==> src/rtl/multicycle_controller_v2.sv <==
// RV32I multicycle control unit: main FSM, ALU decoder, immediate decoder and PC-write logic.
// Moore controls are registered alongside the state; fetch/branch qualifiers stay combinational.
module multicycle_controller_v2 #(
  parameter bit MEM_HANDSHAKE   = 1'b1,
  parameter bit TRAP_ON_ILLEGAL = 1'b1,
  parameter int ALU_CTRL_W      = 4
) (
  input  logic                  clk,
  input  logic                  reset,
  input  logic [6:0]            op,
  input  logic [2:0]            funct3,
  input  logic                  funct7b5,
  input  logic                  Zero,
  input  logic                  Lt,
  input  logic                  Ltu,
  input  logic                  mem_ready,
  output logic                  MemReq,
  output logic                  MemWrite,
  output logic                  RegWrite,
  output logic                  IRWrite,
  output logic                  AdrSrc,
  output logic                  PCWrite,
  output logic [1:0]            ResultSrc,
  output logic [1:0]            ALUSrcA,
  output logic [1:0]            ALUSrcB,
  output logic [ALU_CTRL_W-1:0] ALUControl,
  output logic [2:0]            ImmSrc,
  output logic                  illegal,
  output logic [3:0]            state_dbg
);

  typedef enum logic [3:0] {
    FETCH, DECODE, MEMADR, MEMREAD, MEMWB, MEMWRITE, EXECR, EXECI,
    ALUWB, BRANCH, JAL, JALR, JALRWB, UPPERWB, TRAP
  } state_t;

  typedef enum logic [1:0] {AOP_ADD, AOP_SUB, AOP_FN} aluop_t;

  typedef struct packed {
    logic       memreq;
    logic       memwrite;
    logic       regwrite;
    logic       adrsrc;
    logic       pcupd;
    logic       branch;
    logic       trap;
    logic [1:0] ressrc;
    logic [1:0] srca;
    logic [1:0] srcb;
    aluop_t     aluop;
  } ctl_t;

  function automatic ctl_t ctl_of(state_t s, logic op5);
    ctl_t c;
    c = '0;
    case (s)
      FETCH:    begin c.memreq = 1'b1; c.srcb = 2'b10; c.ressrc = 2'b10; end
      DECODE:   begin c.srca = 2'b01; c.srcb = 2'b01; end
      MEMADR:   begin c.srca = 2'b10; c.srcb = 2'b01; end
      MEMREAD:  begin c.memreq = 1'b1; c.adrsrc = 1'b1; end
      MEMWB:    begin c.ressrc = 2'b01; c.regwrite = 1'b1; end
      MEMWRITE: begin c.memreq = 1'b1; c.memwrite = 1'b1; c.adrsrc = 1'b1; end
      EXECR:    begin c.srca = 2'b10; c.aluop = AOP_FN; end
      EXECI:    begin c.srca = 2'b10; c.srcb = 2'b01; c.aluop = AOP_FN; end
      ALUWB:    c.regwrite = 1'b1;
      BRANCH:   begin c.srca = 2'b10; c.aluop = AOP_SUB; c.branch = 1'b1; end
      JAL:      begin c.srca = 2'b01; c.srcb = 2'b10; c.pcupd = 1'b1; end
      JALR:     begin c.srca = 2'b10; c.srcb = 2'b01; c.ressrc = 2'b10; c.pcupd = 1'b1; end
      JALRWB:   begin c.srca = 2'b01; c.srcb = 2'b10; c.ressrc = 2'b10; c.regwrite = 1'b1; end
      // LUI selects ImmExt; AUIPC reuses OldPC+imm left in ALUOut by DECODE
      UPPERWB:  begin c.regwrite = 1'b1; c.ressrc = op5 ? 2'b11 : 2'b00; end
      TRAP:     c.trap = 1'b1;
      default:  c = '0;
    endcase
    return c;
  endfunction

  state_t state, nxt;
  ctl_t   ctl;
  logic   rdy, taken, fetch, live;
  logic [3:0] alu4;

  assign rdy = MEM_HANDSHAKE ? mem_ready : 1'b1;

  always_comb begin
    nxt = state;
    case (state)
      FETCH:    if (rdy) nxt = DECODE;
      DECODE: begin
        case (op)
          7'b0000011, 7'b0100011: nxt = MEMADR;
          7'b0110011:             nxt = EXECR;
          7'b0010011:             nxt = EXECI;
          7'b1100011:             nxt = BRANCH;
          7'b1101111:             nxt = JAL;
          7'b1100111:             nxt = JALR;
          7'b0110111, 7'b0010111: nxt = UPPERWB;
          default:                nxt = TRAP_ON_ILLEGAL ? TRAP : FETCH;
        endcase
      end
      MEMADR:   nxt = op[5] ? MEMWRITE : MEMREAD;
      MEMREAD:  if (rdy) nxt = MEMWB;
      MEMWRITE: if (rdy) nxt = FETCH;
      EXECR, EXECI, JAL: nxt = ALUWB;
      JALR:     nxt = JALRWB;
      TRAP:     nxt = TRAP;
      default:  nxt = FETCH;
    endcase
  end

  always_ff @(posedge clk) begin
    if (reset) begin
      state <= FETCH;
      ctl   <= ctl_of(FETCH, op[5]);
    end else begin
      state <= nxt;
      ctl   <= ctl_of(nxt, op[5]);
    end
  end

  always_comb begin
    case (funct3)
      3'b000:  taken = Zero;
      3'b001:  taken = ~Zero;
      3'b100:  taken = Lt;
      3'b101:  taken = ~Lt;
      3'b110:  taken = Ltu;
      3'b111:  taken = ~Ltu;
      default: taken = 1'b0;
    endcase
  end

  always_comb begin
    alu4 = 4'd0;
    case (ctl.aluop)
      AOP_SUB: alu4 = 4'd1;
      AOP_FN: begin
        case (funct3)
          3'b000:  alu4 = (op[5] & funct7b5) ? 4'd1 : 4'd0;
          3'b001:  alu4 = 4'd7;
          3'b010:  alu4 = 4'd5;
          3'b011:  alu4 = 4'd6;
          3'b100:  alu4 = 4'd4;
          3'b101:  alu4 = funct7b5 ? 4'd9 : 4'd8;
          3'b110:  alu4 = 4'd3;
          default: alu4 = 4'd2;
        endcase
      end
      default: alu4 = 4'd0;
    endcase
  end

  always_comb begin
    case (op)
      7'b0100011:             ImmSrc = 3'b001;
      7'b1100011:             ImmSrc = 3'b010;
      7'b1101111:             ImmSrc = 3'b011;
      7'b0110111, 7'b0010111: ImmSrc = 3'b100;
      default:                ImmSrc = 3'b000;
    endcase
  end

  // reset masks every strobe so nothing fires in the reset cycle, whatever state we left
  assign live       = ~reset;
  assign fetch      = (state == FETCH);
  assign MemReq     = live & ctl.memreq;
  assign MemWrite   = live & ctl.memwrite;
  assign RegWrite   = live & ctl.regwrite;
  assign IRWrite    = live & fetch & rdy;
  assign PCWrite    = live & ((fetch & rdy) | ctl.pcupd | (ctl.branch & taken));
  assign illegal    = live & ctl.trap;
  assign AdrSrc     = ctl.adrsrc;
  assign ResultSrc  = ctl.ressrc;
  assign ALUSrcA    = ctl.srca;
  assign ALUSrcB    = ctl.srcb;
  assign ALUControl = ALU_CTRL_W'(alu4);
  assign state_dbg  = state;

endmodule

==> config.mk <==
export PLATFORM = sky130hd
export DESIGN_NAME = multicycle_controller_v2
export DESIGN_NICKNAME = d
export VERILOG_FILES = /design/src/rtl/multicycle_controller_v2.sv
export SDC_FILE = /design/constraint.sdc
export NUM_CORES = 1
export LEC_CHECK = 0
export BUFFER_PORTS_ARGS = -buffer_cell sky130_fd_sc_hd__buf_2
export CAP_MARGIN = 10
export CELL_PAD_IN_SITES_DETAIL_PLACEMENT = 2
export CELL_PAD_IN_SITES_GLOBAL_PLACEMENT = 2
export CORE_ASPECT_RATIO = 1.4
export CORE_MARGIN = 2
export CORE_UTILIZATION = 29
export DETAILED_ROUTE_END_ITERATION = 8
export PLACE_DENSITY_LB_ADDON = 0.08
export SYNTH_ARGS = -nofsm -noshare
export SYNTH_HDL_FRONTEND = slang
export SYNTH_SLANG_ARGS = --single-unit
==> constraint.sdc <==
create_clock -name clk -period 5.7 [get_ports clk]
set_clock_uncertainty 0.1 [all_clocks]
set_input_delay 0.57 -clock clk [delete_from_list [all_inputs] [get_ports clk]]
set_output_delay 0.57 -clock clk [all_outputs]
set_load 0.01 [all_outputs]
==> results_dict.tcl, run 1 <==
set metrics [dict create \
    status "complete, but fails checks" \
    violations "DRC" \
    slew_viol_final 0 \
    clock_path_buffers 2 \
    startpoint_type "flip-flop" \
    syn_avg_cell_area_um2 7.88 \
    synth.most_common_cell "nor2_1" \
    synth_flop_cell "dfxtp_1" \
    synth_top_cell_by_area "dfxtp_1" \
    grt_overflow_total 0 \
    grt_pass1_vias 1280 \
    antenna_found_initial 0 \
    maxCapViolCount 0 \
    drtIter0Drc 15 \
    cts_buffers 3 \
    postCtsHoldBufs 0 \
    leakage_nw 0.661 \
    clock-sinks 18 \
    synth.ff_latch_count 18 \
    dieHeight_um 80.5 \
    synth_edf_count 0 \
    timing.final.crit_share 0.446 \
    diodes 0 \
    port_buffers 40 \
    final_cell_area_um2 1440 \
    met1_length_um 1370 \
    ys_types 45 \
    cp_max_fo 15 \
    min_period_ns 2.54 \
    critical_path.startpoint "state_dbg[3]" \
    grtUsageTotal 0.171 \
    syn-cell-area_um2 1210 \
    hold_class "input pin to flip-flop" \
    ir_drop_mv 0.0809 \
    pre_cts_ws_ns 3.01 \
    cts_tree "done" \
    synth_top_cell_area_share 0.297 \
    dr_wl_met3_um 146 \
    top_layer_used "met4" \
    r2r_slack_ns 3.22 \
    slowest_stage "dfxtp_1" \
    grt_setup_unrepaired "false" \
    rr_worst_depth 6 \
    crit_required_ns 5.03 \
    die_w_um 58.7 \
    io_pins 41 \
    path_clk_slew_ns 0.07 \
    worstPathArrival_ns 1.87 \
    met2_length_um 2130 \
    relSlewSlack 0.499 \
    r2r_start "state_dbg[0]" \
    clk_latency_ns 0.26 \
    synth_area_leaders "dfxtp_1 30%, nor2_1 6.5%, buf_4 3.7%" \
    vias 1226 \
    syn_to_final_growth_pct 18.9 \
    p_per_area_nw_per_um2 305 \
    post_cts_buffers 0 \
    holdCritStartpoint "reset" \
    synthTopCellsByCount "21 x nor2_1, 18 x dfxtp_1, 10 x clkbuf_1" \
    core-area_um2 3990 \
    dp_hpwl_um 3050 \
    nNetsFinal 202 \
    root_buffer "clkbuf_8" \
    postRouteWirelength_um 3820 \
    dr.pass1.iters 6 \
    place_area_um2 1390 \
    dieArea_um2 4730 \
    initial_core_util 0.304 \
    hold_viol_final 0 \
    setup_violations 0 \
    fin_util 0.362 \
    path_class "flip-flop to output port" \
    seq_area_frac_synth 0.297 \
    ant_nets 0 \
    synthArstFlopShare 0 \
    ctsResizeCount 0 \
    wl_per_cell_um 17.0 \
    drive_gt1_frac 0.286 \
    final.fill_count 480 \
    gp_congestion 0.833 \
    via_per_inst 5.45 \
    end_kind "output port" \
    core.rowCount 27 \
    worstHoldEndpoint "state_dbg[3]" \
    grt_first_pass_wirelength_um 6040 \
    synth_cells 154 \
    critPathMaxStageDelay_ns 0.46 \
    path_cells "or2_2, or3_1, a31oi_1, buf_2" \
    synth_nets 173 \
    hold_depth 2 \
    fmax_ghz 0.393 \
    ys_warn_count 0 \
    grt_max_degree 20 \
    worst_pin_slew_ns 0.752 \
    tns_ns 0 \
    route.detailed.drc 3 \
    r2r_end "ResultSrc[1]" \
    setup_ws_ns 3.16 \
    htreeDepth 1 \
]
## worst max-delay path, delay by kind of cell (launching register included)
kind                   cells  cell delay, ns
AND/OR/NAND/NOR            2            0.84
flip-flops                 1            0.46
AO/OA/AOI/OAI              1            0.16
buffers and inverters      1            0.15
## routing by layer
| layer | track usage | vias up |
|---|---|---|
| met2 | 0.339 | 34 |
| met1 | 0.159 | 587 |
| met3 | 0.0145 | 9 |
| met4 | 0.111 | 0 |
| li1 | - | 596 |
| met5 | 0 | - |
## per-stage QoR
step,hold slack (ns),total power [W],std cells
floorplan,0.620,0.000290,154
global placement,0.593,0.000330,221
detailed placement,0.635,0.000337,221
CTS,0.587,0.000446,225
global route,0.615,0.000466,225
finish,0.587,0.000440,225
## cell families (layout without fill, tap and decap cells)
group / Yosys count / count (layout) / synth area share
adders and majority gates: 3 / 3 / 0.0299
AOI/OAI and AO/OA: 28 / 28 / 0.159
and+or+nand+nor: 76 / 76 / 0.368
xor gates and xnor gates: 4 / 4 / 0.0289
buffers and inverters: 21 / 49 / 0.0845
muxes: 4 / 4 / 0.0330
DFF: 18 / 18 / 0.297
## report_power, final
part	internal, W	switching, W	total, W
combinational	0.0000705	0.0000973	0.000168
clock	0.0000615	0.0000452	0.000107
sequential	0.000146	0.0000195	0.000165
## final cells by class
cell class	instances	area, um^2	share of cell area
multi-input combinational	115	751	0.520
sequential	18	360	0.250
timing repair buffer	41	208	0.144
clock buffer	4	55.1	0.0382
tap	43	53.8	0.0373
inverter	4	15.0	0.0104
## how the worst max path moves through the flow
stage	depth (start not counted)	endpoint
detailed placement	7	ALUSrcA[1]
finish	4	PCWrite
floorplan	7	ctl[12]
global placement	7	ctl[12]
CTS	4	PCWrite
global route	5	ResultSrc[1]
## layout by cell type (no fill, tap or decap), types with 2 or more instances in the layout
| cell | instances |
|---|---|
| a21oi_1 | 5 |
| a311o_1 | 3 |
| a31oi_1 | 4 |
| and2b_1 | 2 |
| and3_1 | 2 |
| and3b_1 | 3 |
| buf_2 | 40 |
| clkbuf_8 | 4 |
| dfxtp_1 | 18 |
| ha_1 | 2 |
| inv_1 | 4 |
| mux2i_1 | 4 |
| nand2_1 | 7 |
| nand2b_1 | 4 |
| nand3_1 | 4 |
| nand3b_1 | 2 |
| nor2_1 | 21 |
| nor2b_1 | 7 |
| nor3_1 | 8 |
| nor4_1 | 2 |
| o211ai_1 | 2 |
| o21ai_0 | 6 |
| or3_1 | 3 |
| xnor2_1 | 4 |
## state kept, by name, indices dropped and copies added (netlist names)
name,flops
ALUSrcA,2
ctl,7
ResultSrc,2
state_dbg,4
ALUSrcB,2
AdrSrc,1
Power figures use the tool's default switching activity.
==> inputs of run 2 (changes only) <==
--- a/config.mk
+++ b/config.mk
@@ -5,13 +5,14 @@
 export SDC_FILE = /design/constraint.sdc
 export NUM_CORES = 1
 export LEC_CHECK = 0
+export ABC_AREA = 1
 export BUFFER_PORTS_ARGS = -buffer_cell sky130_fd_sc_hd__buf_2
 export CAP_MARGIN = 10
 export CELL_PAD_IN_SITES_DETAIL_PLACEMENT = 2
 export CELL_PAD_IN_SITES_GLOBAL_PLACEMENT = 2
 export CORE_ASPECT_RATIO = 1.4
 export CORE_MARGIN = 2
-export CORE_UTILIZATION = 29
+export CORE_UTILIZATION = 25
 export DETAILED_ROUTE_END_ITERATION = 8
 export PLACE_DENSITY_LB_ADDON = 0.08
 export SYNTH_ARGS = -nofsm -noshare
==> constraint.sdc (replaced) <==
create_clock -name clk -period 2.6 [get_ports clk]
set_clock_uncertainty 0.1 [all_clocks]
set_input_delay 0.26 -clock clk [delete_from_list [all_inputs] [get_ports clk]]
set_output_delay 0.26 -clock clk [all_outputs]
set_load 0.01 [all_outputs]
==> run 2 against run 1 <==
  * The run now ends clean
  * Sequential power grew 120%
  * Design area grew 5.7%
  * Critical path type is now flip-flop to flip-flop
  * Wire length grew 9.2%
  * Global-route usage shrank 1.0 points
  * Count of clock-buffer cells in the layout is the same
  * Total power grew 130%
  * Sequential share of layout area shrank 1.4 points
==> results_dict.tcl, run 2 <==
set metrics [dict create \
    slowest_stage "dfxtp_1" \
    route.detailed.drc 0 \
    post_cts_buffers 0 \
    cp_top_family "simple AND/OR/NAND/NOR gates" \
    p_int_w 0.000605 \
    htreeDepth 1 \
    cp_max_fo 4 \
    worst_pin_slew_ns 0.334 \
    synth_edf_count 0 \
    yosys.area_share.simple 0.409 \
    timing.final.crit_share 0.732 \
    largest-register "ctl" \
    p_seq_frac 0.352 \
    clock_path_buffers 2 \
    fmax_ghz 0.525 \
    syn_avg_cell_area_um2 6.26 \
    ys_types 29 \
    relSlewSlack 0.775 \
    grt_pass1_vias 1476 \
    layout_commonest_cell "nand2_1" \
    clk_latency_ns 0.26 \
    via_per_inst 4.60 \
    slew_viol_final 0 \
    tns_ns 0 \
    worstPathArrival_ns 2.01 \
    min_period_ns 1.90 \
    path_cells "inv_1, nor2_4, nand2_1, nor2_1, inv_1, nand3_1, inv_1, nand2_2, nand2_1, inv_1, nand2_1, nand2_1, nand2_1, nand2_1" \
    status "completed" \
    hold_class "input pin to flip-flop" \
    gp_congestion 0.804 \
    core-area_um2 4800 \
    initial_core_util 0.258 \
    grt_util_met2 0.343 \
    dieArea_um2 5540 \
    r2r_slack_ns 0.70 \
    cp_num_buf_inv 4 \
    port_buffers 40 \
    syn_to_final_growth_pct 23.1 \
    antenna_found_initial 0 \
    postCtsHoldBufs 0 \
    crit_required_ns 2.71 \
    wl_per_cell_um 14.0 \
    largest_register_ff_count 7 \
    critical_path.startpoint "state_dbg[1]" \
    combPwrFrac 0.413 \
    vias 1375 \
    syn-cell-area_um2 1240 \
    crit_top_cell "nand2_1" \
    path_class "flip-flop to flip-flop" \
    cts_tree "done" \
    synth_flop_cell "dfxtp_1" \
    ir_drop_mv 0.177 \
    setup_ws_ns 0.697 \
    ant_nets 0 \
    nNetsFinal 255 \
    end_kind "flip-flop" \
    crit_cells 14 \
    mostFrequentLayoutCells "42 x nand2_1, 40 x buf_2, 36 x inv_1" \
    startpoint_type "flip-flop" \
    muxShareOfSynthArea 0 \
    pre_cts_ws_ns 0.658 \
    synth.most_common_cell "nand2_1" \
    r2r_end "ALUSrcA[1]" \
    synthTopCellsByCount "42 x nand2_1, 36 x inv_1, 31 x nor2_1" \
    dp_hpwl_um 3570 \
    synth_compound_area_frac 0.115 \
    grt_setup_unrepaired "false" \
    synthArstFlopShare 0 \
    crit_path_end "ALUSrcA[1]" \
    synth_nets 217 \
    grt_max_degree 16 \
    grt_overflow_total 0 \
    p_switching_w 0.000422 \
    drive_gt1_frac 0.277 \
    fin_util 0.317 \
    cts_buffers 3 \
    synthXorXnorAreaFrac 0.00707 \
    hold_viol_final 0 \
    synth.ff_latch_count 18 \
    synth_top_cell_by_area "dfxtp_1" \
    diodes 0 \
    dieHeight_um 87.3 \
    synthAdderAreaFrac 0.0202 \
    ctsResizeCount 0 \
    clkPwrFrac 0.235 \
    use_met1 0.151 \
    rr_worst_depth 14 \
    dr.pass1.iters 3 \
    leakage_nw 0.843 \
    synth_area_leaders "dfxtp_1 29%, nand2_1 13%, inv_1 11%" \
    setup_violations 0 \
    place_area_um2 1470 \
    synth_top_cell_area_share 0.291 \
    p_sw_frac 0.411 \
    seq_area_frac_synth 0.291 \
    io_pins 41 \
    core.rowCount 30 \
    r2r_start "state_dbg[1]" \
    top_usage_layer "met2" \
    grtUsageTotal 0.161 \
    p_per_area_nw_per_um2 674 \
    postRouteWirelength_um 4170 \
    final_cell_area_um2 1530 \
    drtIter0Drc 13 \
    final.fill_count 656 \
    die_w_um 63.5 \
    grt_first_pass_wirelength_um 6890 \
    synth_cells 198 \
    met3_usage 0.0246 \
    maxCapViolCount 0 \
    hold_ws_ns 0.256 \
    path_clk_slew_ns 0.08 \
    critPathMaxStageDelay_ns 0.42 \
    synth_top_family_by_area "simple AND/OR/NAND/NOR gates" \
    root_buffer "clkbuf_8" \
    ys_warn_count 0 \
    clock-sinks 18 \
]
run 2: changes by cell type in the layout (fill, tap and decap cells not counted), moves of 4 or more:
| cell | change |
|---|---|
| nand2_1 | +35 |
| inv_1 | +32 |
| nand3_1 | +11 |
| nor2_1 | +10 |
| nor2b_1 | -7 |
| nand2_2 | +6 |
| nor3_1 | -5 |
| mux2i_1 | -4 |
| nand2b_1 | -4 |
run 2: stage by stage:
stage               total power, W  cells
global placement          0.000781    295
CTS                        0.00104    299
global route               0.00111    299
detailed placement        0.000799    295
floorplan                 0.000676    198
finish                     0.00103    299
run 2: kinds of logic after synthesis:
kind of cell	count (synthesis)
AND/OR/NAND/NOR	108
AO/OA/AOI/OAI	23
XOR/XNOR	1
adder cells (fa/ha/maj)	2
buffers and inverters	46
flip-flops	18
run 2: area by class of cell:
| cell class | count | area, um^2 | area share |
|---|---|---|---|
| Inverter | 39 | 146 | 0.0960 |
| Multi-Input combinational cell | 134 | 683 | 0.448 |
| Clock buffer | 4 | 55.1 | 0.0361 |
| Sequential cell | 18 | 360 | 0.236 |
| Timing Repair Buffer | 40 | 200 | 0.131 |
| Tap cell | 64 | 80.1 | 0.0525 |
run 2: worst register-to-register path, cell delays in order, from the launching register on:
cell and delay (ns):
dfxtp_1 0.42, inv_1 0.15, nor2_4 0.14, nand2_1 0.10, nor2_1 0.13, inv_1 0.07, nand3_1 0.12, inv_1 0.07
nand2_2 0.12, nand2_1 0.12, inv_1 0.07, nand2_1 0.07, nand2_1 0.06, nand2_1 0.06, nand2_1 0.06
run 2: power groups by stage:
stage / Clock [W] / Combinational, W / Sequential [W]
after floorplan: 0 / 0.000306 / 0.000370
after global placement: 0 / 0.000415 / 0.000366
after detailed placement: 0 / 0.000429 / 0.000370
after CTS: 0.000243 / 0.000435 / 0.000363
after global routing: 0.000259 / 0.000477 / 0.000371
final: 0.000242 / 0.000424 / 0.000362
run 2: worst min-delay path by stage:
| stage | start | end | slack [ns] | cells past startpoint |
|---|---|---|---|---|
| 4_1_cts | reset | AdrSrc | 0.27 | 2 |
| 3_5_place_dp | reset | AdrSrc | 0.54 | 2 |
| 5_1_grt | op[5] | ResultSrc[0] | 0.28 | 3 |
| 6_report | reset | AdrSrc | 0.26 | 2 |
| 3_3_place_gp | reset | AdrSrc | 0.53 | 2 |
| 2_1_floorplan | reset | ctl[13] | 0.24 | 1 |
run 2: routing by layer:
layer	routed length, um	share of wire	vias to the layer above
met1	1530	0.37	658
met5	0	0	-
met2	2440	0.58	27
met4	54	0.013	0
li1	-	-	685
met3	147	0.035	5
